File: src/rtl/diff_rx_bank.sv
// diff_rx_bank: WIDTH synchronised differential receivers with glitch filter and error tracking.
// Define EDGE_DET_EN to add the o_rise/o_fall one-cycle edge pulse outputs.
module diff_rx_bank #(
    parameter int WIDTH       = 8,
    parameter int SYNC_STAGES = 2,
    parameter int FILT_LEN    = 3,
    parameter int CNT_W       = 8
) (
    input  logic             clk,
    input  logic             rst_n,
    input  logic [WIDTH-1:0] i_p,
    input  logic [WIDTH-1:0] i_n,
    input  logic             clr_err,
    output logic [WIDTH-1:0] o_data,
    output logic [WIDTH-1:0] o_valid,
    output logic [WIDTH-1:0] err_sticky,
    output logic [CNT_W-1:0] err_cnt
`ifdef EDGE_DET_EN
    ,
    output logic [WIDTH-1:0] o_rise,
    output logic [WIDTH-1:0] o_fall
`endif
);

    localparam int FW = $clog2(FILT_LEN + 1);
    localparam logic [FW:0] FILT_LEN_W = (FW + 1)'(FILT_LEN);

    logic [SYNC_STAGES-1:0][WIDTH-1:0] p_sync_q, p_sync_d;
    logic [SYNC_STAGES-1:0][WIDTH-1:0] n_sync_q, n_sync_d;
    logic [SYNC_STAGES-1:0]            prime_q, prime_d;
    logic [WIDTH-1:0]                  data_q, data_d;
    logic [WIDTH-1:0]                  cand_q, cand_d;
    logic [WIDTH-1:0]                  valid_q, valid_d;
    logic [WIDTH-1:0]                  sticky_q, sticky_d;
    logic [WIDTH-1:0][FW-1:0]          fcnt_q, fcnt_d;
    logic [CNT_W-1:0]                  cnt_q, cnt_d;
    logic [WIDTH-1:0]                  samp, samp_valid, samp_inv;
    logic                              any_inv;

    always_comb begin
        p_sync_d = {p_sync_q[SYNC_STAGES-2:0], i_p};
        n_sync_d = {n_sync_q[SYNC_STAGES-2:0], i_n};
        prime_d  = {prime_q[SYNC_STAGES-2:0], 1'b1};

        samp       = p_sync_q[SYNC_STAGES-1];
        samp_valid = p_sync_q[SYNC_STAGES-1] ^ n_sync_q[SYNC_STAGES-1];
        // The reset contents of the synchroniser are not real samples, so they never count as errors.
        samp_inv   = ~samp_valid & {WIDTH{prime_q[SYNC_STAGES-1]}};
        any_inv    = |samp_inv;
        valid_d    = samp_valid;

        data_d = data_q;
        cand_d = cand_q;
        fcnt_d = fcnt_q;
        for (int k = 0; k < WIDTH; k++) begin
            if (!samp_valid[k] || samp[k] == data_q[k]) begin
                fcnt_d[k] = '0;
            end else if (samp[k] != cand_q[k]) begin
                cand_d[k] = samp[k];
                if (FILT_LEN == 1) begin
                    data_d[k] = samp[k];
                    fcnt_d[k] = '0;
                end else begin
                    fcnt_d[k] = FW'(1);
                end
            end else if ({1'b0, fcnt_q[k]} + (FW + 1)'(1) == FILT_LEN_W) begin
                data_d[k] = samp[k];
                fcnt_d[k] = '0;
            end else begin
                fcnt_d[k] = fcnt_q[k] + FW'(1);
            end
        end

        // A fresh invalid sample wins over a simultaneous clear.
        sticky_d = (clr_err ? '0 : sticky_q) | samp_inv;
        cnt_d    = cnt_q;
        if (clr_err) begin
            cnt_d = CNT_W'(any_inv);
        end else if (any_inv && cnt_q != {CNT_W{1'b1}}) begin
            cnt_d = cnt_q + CNT_W'(1);
        end
    end

    always_ff @(posedge clk or negedge rst_n) begin
        if (!rst_n) begin
            p_sync_q <= '0;
            n_sync_q <= '0;
            prime_q  <= '0;
            data_q   <= '0;
            cand_q   <= '0;
            valid_q  <= '0;
            sticky_q <= '0;
            fcnt_q   <= '0;
            cnt_q    <= '0;
        end else begin
            p_sync_q <= p_sync_d;
            n_sync_q <= n_sync_d;
            prime_q  <= prime_d;
            data_q   <= data_d;
            cand_q   <= cand_d;
            valid_q  <= valid_d;
            sticky_q <= sticky_d;
            fcnt_q   <= fcnt_d;
            cnt_q    <= cnt_d;
        end
    end

    assign o_data     = data_q;
    assign o_valid    = valid_q;
    assign err_sticky = sticky_q;
    assign err_cnt    = cnt_q;

`ifdef EDGE_DET_EN
    logic [WIDTH-1:0] prev_q, prev_d, rise_q, rise_d, fall_q, fall_d;

    always_comb begin
        prev_d = data_q;
        rise_d = data_q & ~prev_q;
        fall_d = ~data_q & prev_q;
    end

    always_ff @(posedge clk or negedge rst_n) begin
        if (!rst_n) begin
            prev_q <= '0;
            rise_q <= '0;
            fall_q <= '0;
        end else begin
            prev_q <= prev_d;
            rise_q <= rise_d;
            fall_q <= fall_d;
        end
    end

    assign o_rise = rise_q;
    assign o_fall = fall_q;
`endif

endmodule

File: config.mk
export PLATFORM = sky130hd
export DESIGN_NAME = diff_rx_bank
export DESIGN_NICKNAME = d
export VERILOG_FILES = /design/src/rtl/diff_rx_bank.sv
export SDC_FILE = /design/constraint.sdc
export NUM_CORES = 1
export LEC_CHECK = 0
export CAP_MARGIN = 20
export CORE_MARGIN = 3
export CORE_UTILIZATION = 47
export DETAILED_ROUTE_END_ITERATION = 8
export GPL_ROUTABILITY_DRIVEN = 0
export PLACE_DENSITY = 0.7
export SETUP_SLACK_MARGIN = 0.05
export SLEW_MARGIN = 10
export SYNTH_ARGS = -nofsm -noshare
export SYNTH_HDL_FRONTEND = slang
export SYNTH_SLANG_ARGS = --single-unit
File: constraint.sdc
create_clock -name clk -period 2.41 [get_ports clk]
set_input_delay 0.482 -clock clk [delete_from_list [all_inputs] [get_ports clk]]
set_output_delay 0.482 -clock clk [all_outputs]
set_load 0.005 [all_outputs]
# Yosys cells after proc, flatten, opt, wreduce, memory -nomap -nowiden
# Index checks and enable logic that the tools add are counted.
# totals
reg_bits	90
out_inout_bits	32
wordCells	156
# classes
eq_ne	25
n_mux	27
n_addsub	17
n_reduce_logical	35
bitwise	20
# op_table
operator	n
$mux 2	24
$add 2x1->3 const B	8
$eq 3x2->1 const B	8
$mux 8	3
$reduce_and 3->1	8
$add 2x1->2 const B	8
$not 1->1	16
$reduce_and 2->1	8
$add 8x1->8 const B	1
$and 8x8->8	1
$eq 1x1->1	8
$logic_not 1->1	8
$logic_or 1x1->1	8
$ne 1x1->1	8
$ne 8x8->1 const B	1
$not 8->8	1
$or 8x8->8	1
$reduce_or 8->1	1
$xor 8x8->8	1
$reduce_bool 2->1	1
$logic_and 1x1->1	1

# Depth between registers and ports, before layout
# Gate-level depths: netlist (run 1).
# logic_depth
ltp_word	7
mapped_depth	7
ltp_nobuf	6

# Worst setup path before layout (run 1)
# OpenSTA, ideal clock, no wires.
# synth_timing
path_type	reg2reg
from	register cnt_q[0], in the netlist err_cnt[0]
to	register cnt_q[4], in the netlist err_cnt[4]
stages_incl_launch_ff	7
synth_period_minus_slack_ns	1.888
path_slack_ns	0.522
required_ns	2.282
arrival_time_ns	1.760
setup_ns	0.128
path_cell_list	dfrtp_1 -> ha_1 -> and2_1 -> and4_1 -> clkbuf_1 -> nor4b_1 -> mux2_1
# synth_via
elab_chain_cells	3
# synth_rtl
item	line_no	rtl
start: declaration	36	logic [CNT_W-1:0] cnt_q, cnt_d;
start signal: assignment	104	cnt_q <= cnt_d;
$add 8x1->8 or $ne 8x8->1 (tied branches)	80, 79	
$mux 8 or $logic_and 1x1->1 (tied branches)	79	end else if (any_inv && cnt_q != {CNT_W{1'b1}}) begin
$mux 8 or $reduce_bool 2->1 (tied branches)	-	
# Parallel ways exist; a longest one is shown, timed or not. The select of a mux whose other input is x is not followed.
# A chain may end at the register's enable or synchronous reset.

# Final worst setup path (run 1)
# Ends and elaborated chain as after synthesis.

==> metrics.log, run 1 <==
INFO  metric buffer_ports.inserted = 50
INFO  metric max_cap_violations = 0
INFO  metric timing_worst_slew_pin_value = 0.5450 ns
INFO  metric global_route.usage.met1 = 0.2045
INFO  metric clock_insertion_delay_worst_skew = 0.35 ns
INFO  metric postSynthRegisterBits = 90
INFO  metric cp_data_arrival_time = 2.15 ns
INFO  metric drt_first_pass_iters = 4
INFO  metric clk_pin_slew = 0.08 ns
INFO  metric synthesis.area_per_instance = 11.66 µm²
INFO  metric async_reset_ff_frac = 1.000
INFO  metric numCtsBuffers = 9
INFO  metric post-route-min-period = 1.917 ns
INFO  metric leakagePower = 1.803 nW
INFO  metric criticalPathCategory = flop to flop
INFO  metric cts_setup_buffers = 0
INFO  metric nets = 382
INFO  metric timing.hold.worst.class = primary input to asynchronous set/reset pin
INFO  metric num_antenna_cells = 0
INFO  metric ioPinCount = 51
INFO  metric synth.distinct_cells = 39
INFO  metric yosys-top-cells-count = sky130_fd_sc_hd__dfrtp_1, sky130_fd_sc_hd__nor2_1, sky130_fd_sc_hd__inv_1
INFO  metric max_clock_freq = 521.7 MHz
INFO  metric die_w = 93.14 µm
INFO  metric post-route-drc-count = 0
INFO  metric timing.slew.headroom = 0.6356
INFO  metric ys_top_cells_by_area = sky130_fd_sc_hd__dfrtp_1, sky130_fd_sc_hd__nor2_1, sky130_fd_sc_hd__xor2_2, sky130_fd_sc_hd__o21ai_0, sky130_fd_sc_hd__inv_1
INFO  metric min_period_over_period = 0.7954
INFO  metric worst-path-max-fanout = 8
INFO  metric route.final.wire_length = 6376 µm
INFO  metric die_area = 8674 µm²
INFO  metric power_per_cell_area = 773.1 nW/µm²
INFO  metric synthMostInstantiatedCell = sky130_fd_sc_hd__dfrtp_1
INFO  metric cts_tree = yes
INFO  metric largest_net_degree_at_the_start_of_global_routing = 52
INFO  metric place.detailed.hpwl = 4363 µm
INFO  metric worst_ir_drop_vdd = 335.0 µV
INFO  metric clock_tree.buffer_depth = 2
INFO  metric synth_sequential_area_ratio = 0.6311
INFO  metric syn2layout_area_growth = 24.09%
INFO  metric grt_pass1_wl = 10750 µm
INFO  metric initial_core_util = 0.4894
INFO  metric timing.hold.ws = 0.1011 ns
INFO  metric worst-endpoint-required = 2.64 ns
INFO  metric critPathSlowestCell = sky130_fd_sc_hd__dfrtp_1
INFO  metric portion_of_synthesized_cell_area_occupied_by_the_leading_cell_type = 0.6311
INFO  metric clock_sink_count = 90
INFO  metric synth_flop_cell = sky130_fd_sc_hd__dfrtp_1
INFO  metric num_vias = 2450
INFO  metric critPathMaxStageDelay = 0.43 ns
INFO  metric finClkSkew = 0.009741 ns
INFO  metric syn-cell-area = 3568 µm²
INFO  metric drt_iter0_markers = 108
INFO  metric ctsResizeCount = 0
INFO  metric drt.antenna.violating_nets = 0
INFO  metric initial_antenna_violation_count = 0
INFO  metric most_area_hungry_cell_type_in_the_yosys_netlist = sky130_fd_sc_hd__dfrtp_1
INFO  metric r2r_setup_slack = 0.49 ns
INFO  metric routed_wirelength_normalized_by_instance_count = 13.68 µm
INFO  metric timing.critical_path.cells = ha_1, and2_1, and4_1, nor4b_1, mux2_1
INFO  metric grt_use_met2 = 0.2472
INFO  metric grt_setup_unrepaired = no
INFO  metric critPathCaptureType = flop
INFO  metric nFillCells = 629
INFO  metric yosysWarnings = 0
INFO  metric cts_root_buf = sky130_fd_sc_hd__clkbuf_8
INFO  metric postCtsHoldBufs = 0
INFO  metric setup_viol_count_final = 0
INFO  metric number_of_enable_type_register_cells_in_the_synthesized_netlist = 0
INFO  metric synth.net_count = 326
INFO  metric fin_tns_setup = 0 ns
INFO  metric globalRouteTotalUtil = 0.1576
INFO  metric global_route.overflow_total = 0
INFO  metric vias_in_the_first_global_route = 2356
INFO  metric htree_levels = 3
INFO  metric syn-instance-count = 306
INFO  metric die_h = 93.14 µm
INFO  metric drv_slew = 0
INFO  metric global_route.usage.met3 = 0.04344
INFO  metric outcome = complete, no violations
INFO  metric core_region_area = 7292 µm²
INFO  metric top_usage_layer = met2
INFO  metric rows = 31
INFO  metric setup.worst_path.start_class = flop
INFO  metric routed_via_density = 5.258
INFO  metric finalHoldViolCount = 0
INFO  metric drive_gt1_frac = 0.07357
## layout by cell type (no fill, tap or decap), types with 8 or more instances in the layout
| cell type | instances |
|---|---|
| sky130_fd_sc_hd__inv_1 | 21 |
| sky130_fd_sc_hd__o21ai_0 | 16 |
| sky130_fd_sc_hd__dfrtp_1 | 90 |
| sky130_fd_sc_hd__nor3_1 | 11 |
| sky130_fd_sc_hd__nor2b_1 | 11 |
| sky130_fd_sc_hd__clkdlybuf4s50_1 | 49 |
| sky130_fd_sc_hd__o22ai_1 | 12 |
| sky130_fd_sc_hd__nor3b_1 | 9 |
| sky130_fd_sc_hd__nor2_1 | 42 |
| sky130_fd_sc_hd__a21oi_1 | 11 |
| sky130_fd_sc_hd__clkbuf_8 | 10 |
| sky130_fd_sc_hd__a31oi_1 | 8 |
| sky130_fd_sc_hd__nand2_1 | 8 |
## metal layers
| layer | wire length [µm] | vias to the layer above |
|---|---|---|
| met5 | 0 | - |
| met4 | 128 | 0 |
| met3 | 253 | 11 |
| met2 | 3122 | 45 |
| met1 | 2872 | 1205 |
| li1 | - | 1189 |
## worst paths after layout
| kind | from | end | cells past startpoint |
|---|---|---|---|
| max | err_cnt[0] | err_cnt[4] | 5 |
| min | rst_n | err_cnt[4] | 1 |
| max reg2reg | err_cnt[0] | err_cnt[4] | 5 |
| min reg2reg | p_sync_d[8] | samp[0] | 0 |
| max in group asynchronous | rst_n | fcnt_q[2] | 2 |
| min in group clk | p_sync_d[8] | samp[0] | 0 |
## area by class of cell
class,instances,area [µm²],area share
sequential,90,2252,0.5086
multi-input combinational,187,1200,0.2710
timing repair buffer,52,525.5,0.1187
clock buffer,12,145.1,0.03278
tap,99,123.9,0.02797
clock inverter,4,98.84,0.02232
inverter,22,82.58,0.01865
## sequential cells by signal (all words and copies together) (netlist names)
register	cells
err_sticky	8
p_sync_d	8
cand_q	8
err_cnt	8
fcnt_q	16
o_valid	8
o_data	8
n_sync_q	8
n_sync_d	8
prime_q	2
samp	8
## through the flow
stage,power [mW],util,area [µm²],setup WS [ns],instances
2_1_floorplan,2.011,-,3568,0.5223,306
3_3_place_gp,2.216,0.5738,4184,0.5546,450
3_5_place_dp,2.239,0.5738,4184,0.5016,450
4_1_cts,3.468,0.6072,4428,0.4827,466
5_1_grt,3.608,0.6072,4428,0.3687,466
6_report,3.423,0.6072,4428,0.4931,466
## worst max-delay path, delay by kind of cell, from the launching register on
kind	cells	cell delay, ns
AND/OR/NAND/NOR	3	0.80
multiplexers	1	0.35
adder cells (fa/ha/maj)	1	0.23
flip-flops	1	0.43
## kinds of logic after synthesis
| kind of cell | count (synthesis) | share of synthesized area |
|---|---|---|
| buffers and inverters | 29 | 0.03261 |
| other | 1 | 0.001051 |
| muxes | 4 | 0.01227 |
| and+or+nand+nor | 105 | 0.1634 |
| AOI/OAI and AO/OA | 68 | 0.1238 |
| adders and majority gates | 1 | 0.003506 |
| xor gates and xnor gates | 8 | 0.03226 |
| DFF | 90 | 0.6311 |
## where the power goes
| group | leakage, nW | internal [mW] | switching (mW) |
|---|---|---|---|
| combinational | 0.589 | 0.218 | 0.190 |
| sequential | 1.09 | 1.65 | 0.150 |
| clock | 0.121 | 0.720 | 0.498 |
| total | 1.80 | 2.58 | 0.839 |
Power figures use the tool's default switching activity.
==> run 2: changes to the inputs <==
==> constraint.sdc (replaced) <==
create_clock -name clk -period 1.8 [get_ports clk]
set_input_delay 0.36 -clock clk [delete_from_list [all_inputs] [get_ports clk]]
set_output_delay 0.36 -clock clk [all_outputs]
set_load 0.005 [all_outputs]
==> run 2 against run 1 <==
Effect of this change:
- global-route usage decreased by 0.39 points
- combinational power increased by 48%
- clock power increased by 12%
- critical endpoint is now err_cnt[0]
- largest cell class unchanged
- highest routed layer unchanged
==> metrics.log, run 2 (same netlist as run 1, synthesis figures left out) <==
INFO  metric clock_tree.buffer_depth = 2 (unchanged)
INFO  metric drive_gt1_frac = 0.1680 (+0.09439)
INFO  metric worst_ir_drop_vdd = 551.2 µV (+65%)
INFO  metric numCtsBuffers = 9 (unchanged)
INFO  metric timing.critical_path.cells = buf_4, clkdlybuf4s50_1
INFO  metric die_area = 8674 µm² (unchanged)
INFO  metric layout.cells.most_common = sky130_fd_sc_hd__dfrtp_1
INFO  metric cp_top_family = buffers and inverters
INFO  metric min_period_over_period = 0.9374
INFO  metric criticalPathCategory = flop to output pin
INFO  metric finClkSkew = 0.01215 ns (+0.002405 ns)
INFO  metric setup.worst_path.start_class = flop
INFO  metric leakagePower = 1.880 nW (+4.3%)
INFO  metric max_cap_violations = 0 (unchanged)
INFO  metric critPathCaptureType = output pin
INFO  metric largest_net_degree_at_the_start_of_global_routing = 36 (-31%)
INFO  metric cts_tree = yes
INFO  metric drt_iter0_markers = 69 (-36%)
INFO  metric global_route.overflow_total = 0 (unchanged)
INFO  metric finalHoldViolCount = 0 (unchanged)
INFO  metric nets = 402 (+5.2%)
INFO  metric post-route-drc-count = 0 (unchanged)
INFO  metric crit_buf_inv = 2 (+2)
INFO  metric timing.hold.worst.class = flop to flop
INFO  metric clock_sink_count = 90 (unchanged)
INFO  metric grt_pass1_wl = 10470 µm (-2.6%)
INFO  metric globalRouteTotalUtil = 0.1537 (-0.003935)
INFO  metric largest_register = fcnt_q
INFO  metric die_h = 93.14 µm (unchanged)
INFO  metric max_clock_freq = 592.7 MHz
INFO  metric layout.cells.most_common_list = sky130_fd_sc_hd__dfrtp_1, sky130_fd_sc_hd__clkdlybuf4s50_1, sky130_fd_sc_hd__nor2_1
INFO  metric vias_in_the_first_global_route = 2343 (-0.55%)
INFO  metric core_region_area = 7292 µm² (unchanged)
INFO  metric die_w = 93.14 µm (unchanged)
INFO  metric fin_tns_setup = 0 ns (unchanged)
INFO  metric post-route-min-period = 1.687 ns
INFO  metric worst-path-max-fanout = 4 (-4)
INFO  metric num_antenna_cells = 0 (unchanged)
INFO  metric initial_core_util = 0.4894 (unchanged)
INFO  metric initial_antenna_violation_count = 0 (unchanged)
INFO  metric r2r_setup_slack = 0.12 ns (-0.37 ns)
INFO  metric clk_pin_slew = 0.08 ns (about the same)
INFO  metric clock_insertion_delay_worst_skew = 0.35 ns (about the same)
INFO  metric num_vias = 2497 (+1.9%)
INFO  metric drt.antenna.violating_nets = 0 (unchanged)
INFO  metric timing.hold.ws = 0.3523 ns (+0.2512 ns)
INFO  metric setup_viol_count_final = 0 (unchanged)
INFO  metric outcome = complete, no violations
INFO  metric ioPinCount = 51 (unchanged)
INFO  metric htree_levels = 3 (unchanged)
INFO  metric syn2layout_area_growth = 30.40%
INFO  metric critPathSlowestCell = sky130_fd_sc_hd__clkdlybuf4s50_1
INFO  metric routed_wirelength_normalized_by_instance_count = 12.75 µm (-6.8%)
INFO  metric rows = 31 (unchanged)
INFO  metric place.detailed.hpwl = 4450 µm (+2.0%)
INFO  metric power_per_cell_area = 940.4 nW/µm² (+22%)
INFO  metric largest_reg_flops = 16 (unchanged)
INFO  metric cts_root_buf = sky130_fd_sc_hd__clkbuf_8
INFO  metric drt_first_pass_iters = 4 (unchanged)
INFO  metric routed_via_density = 5.138 (-2.3%)
INFO  metric cp_data_arrival_time = 1.33 ns (-0.82 ns)
INFO  metric worst-endpoint-required = 1.44 ns (-1.20 ns)
INFO  metric route.final.wire_length = 6197 µm (-2.8%)
INFO  metric buffer_ports.inserted = 50 (unchanged)
INFO  metric grt_setup_unrepaired = yes
INFO  metric critPathMaxStageDelay = 0.49 ns (+0.06 ns)
INFO  metric drv_slew = 0 (unchanged)
==> run 2: changes by cell type in the layout (fill, tap and decap cells not counted), sizes merged <==
cell | before | now
buf | 3 | 22
dlygate4sd3 | 0 | 1
clkinvlp | 0 | 2
bufinv | 3 | 1
==> run 2: path summary, 6_finish.rpt <==
check,start,end,depth (start not counted)
setup / recovery,err_cnt[0],err_cnt[0],2
hold / removal,p_sync_d[10],samp[2],0
setup reg to reg,samp[0],err_cnt[2],5
hold reg to reg,p_sync_d[10],samp[2],0
max in group asynchronous,rst_n,samp[2],3
min in group asynchronous,rst_n,err_cnt[1],2
==> run 2: final cells by class <==
cell class / instances / area, µm²
clock buffer: 12 / 155.1
clock inverter: 4 / 50.05
fill: 604 / 2639
inverter: 22 / 82.58
multi-input combinational: 187 / 1303
sequential: 90 / 2261
tap: 99 / 123.9
timing repair buffer: 72 / 678.2
==> run 2: where the power goes <==
group / internal (mW) / leakage, nW / switching, mW
registers: 2.20 / 1.09 / 0.194
clock network: 0.715 / 0.0986 / 0.656
logic: 0.331 / 0.695 / 0.274
total: 3.25 / 1.88 / 1.12
==> run 2: repair_timing <==
action / 4_1_cts / 5_1_grt
setup buffers: 0 / 2
hold buffers: 1 / 0
gates cloned: 0 / 0
gates resized for setup: 2 / 19
hold endpoints to repair: 15 / 0
endpoints found under the setup margin: 4 / 5
pin swaps: 1 / 6
==> run 2: metrics by stage <==
step | std cells | setup slack, ns | util | area, µm² | power, mW
6_report | 486 | 0.1128 | 0.6381 | 4653 | 4.376
3_5_place_dp | 467 | 0.03843 | 0.5928 | 4323 | 3.026
2_1_floorplan | 306 | 0.05009 | - | 3590 | 2.694
4_1_cts | 484 | 0.05697 | 0.6235 | 4547 | 4.414
3_3_place_gp | 467 | 0.08793 | 0.5928 | 4323 | 3.006
5_1_grt | 486 | 0.03206 | 0.6381 | 4653 | 4.620
==> run 2: metal layers <==
metal	track usage	up-vias	routed length, µm
li1	-	1224	-
met1	0.1996	1219	2794
met2	0.2424	44	3011
met3	0.04747	10	301
met4	0.05983	0	89
met5	0	-	0
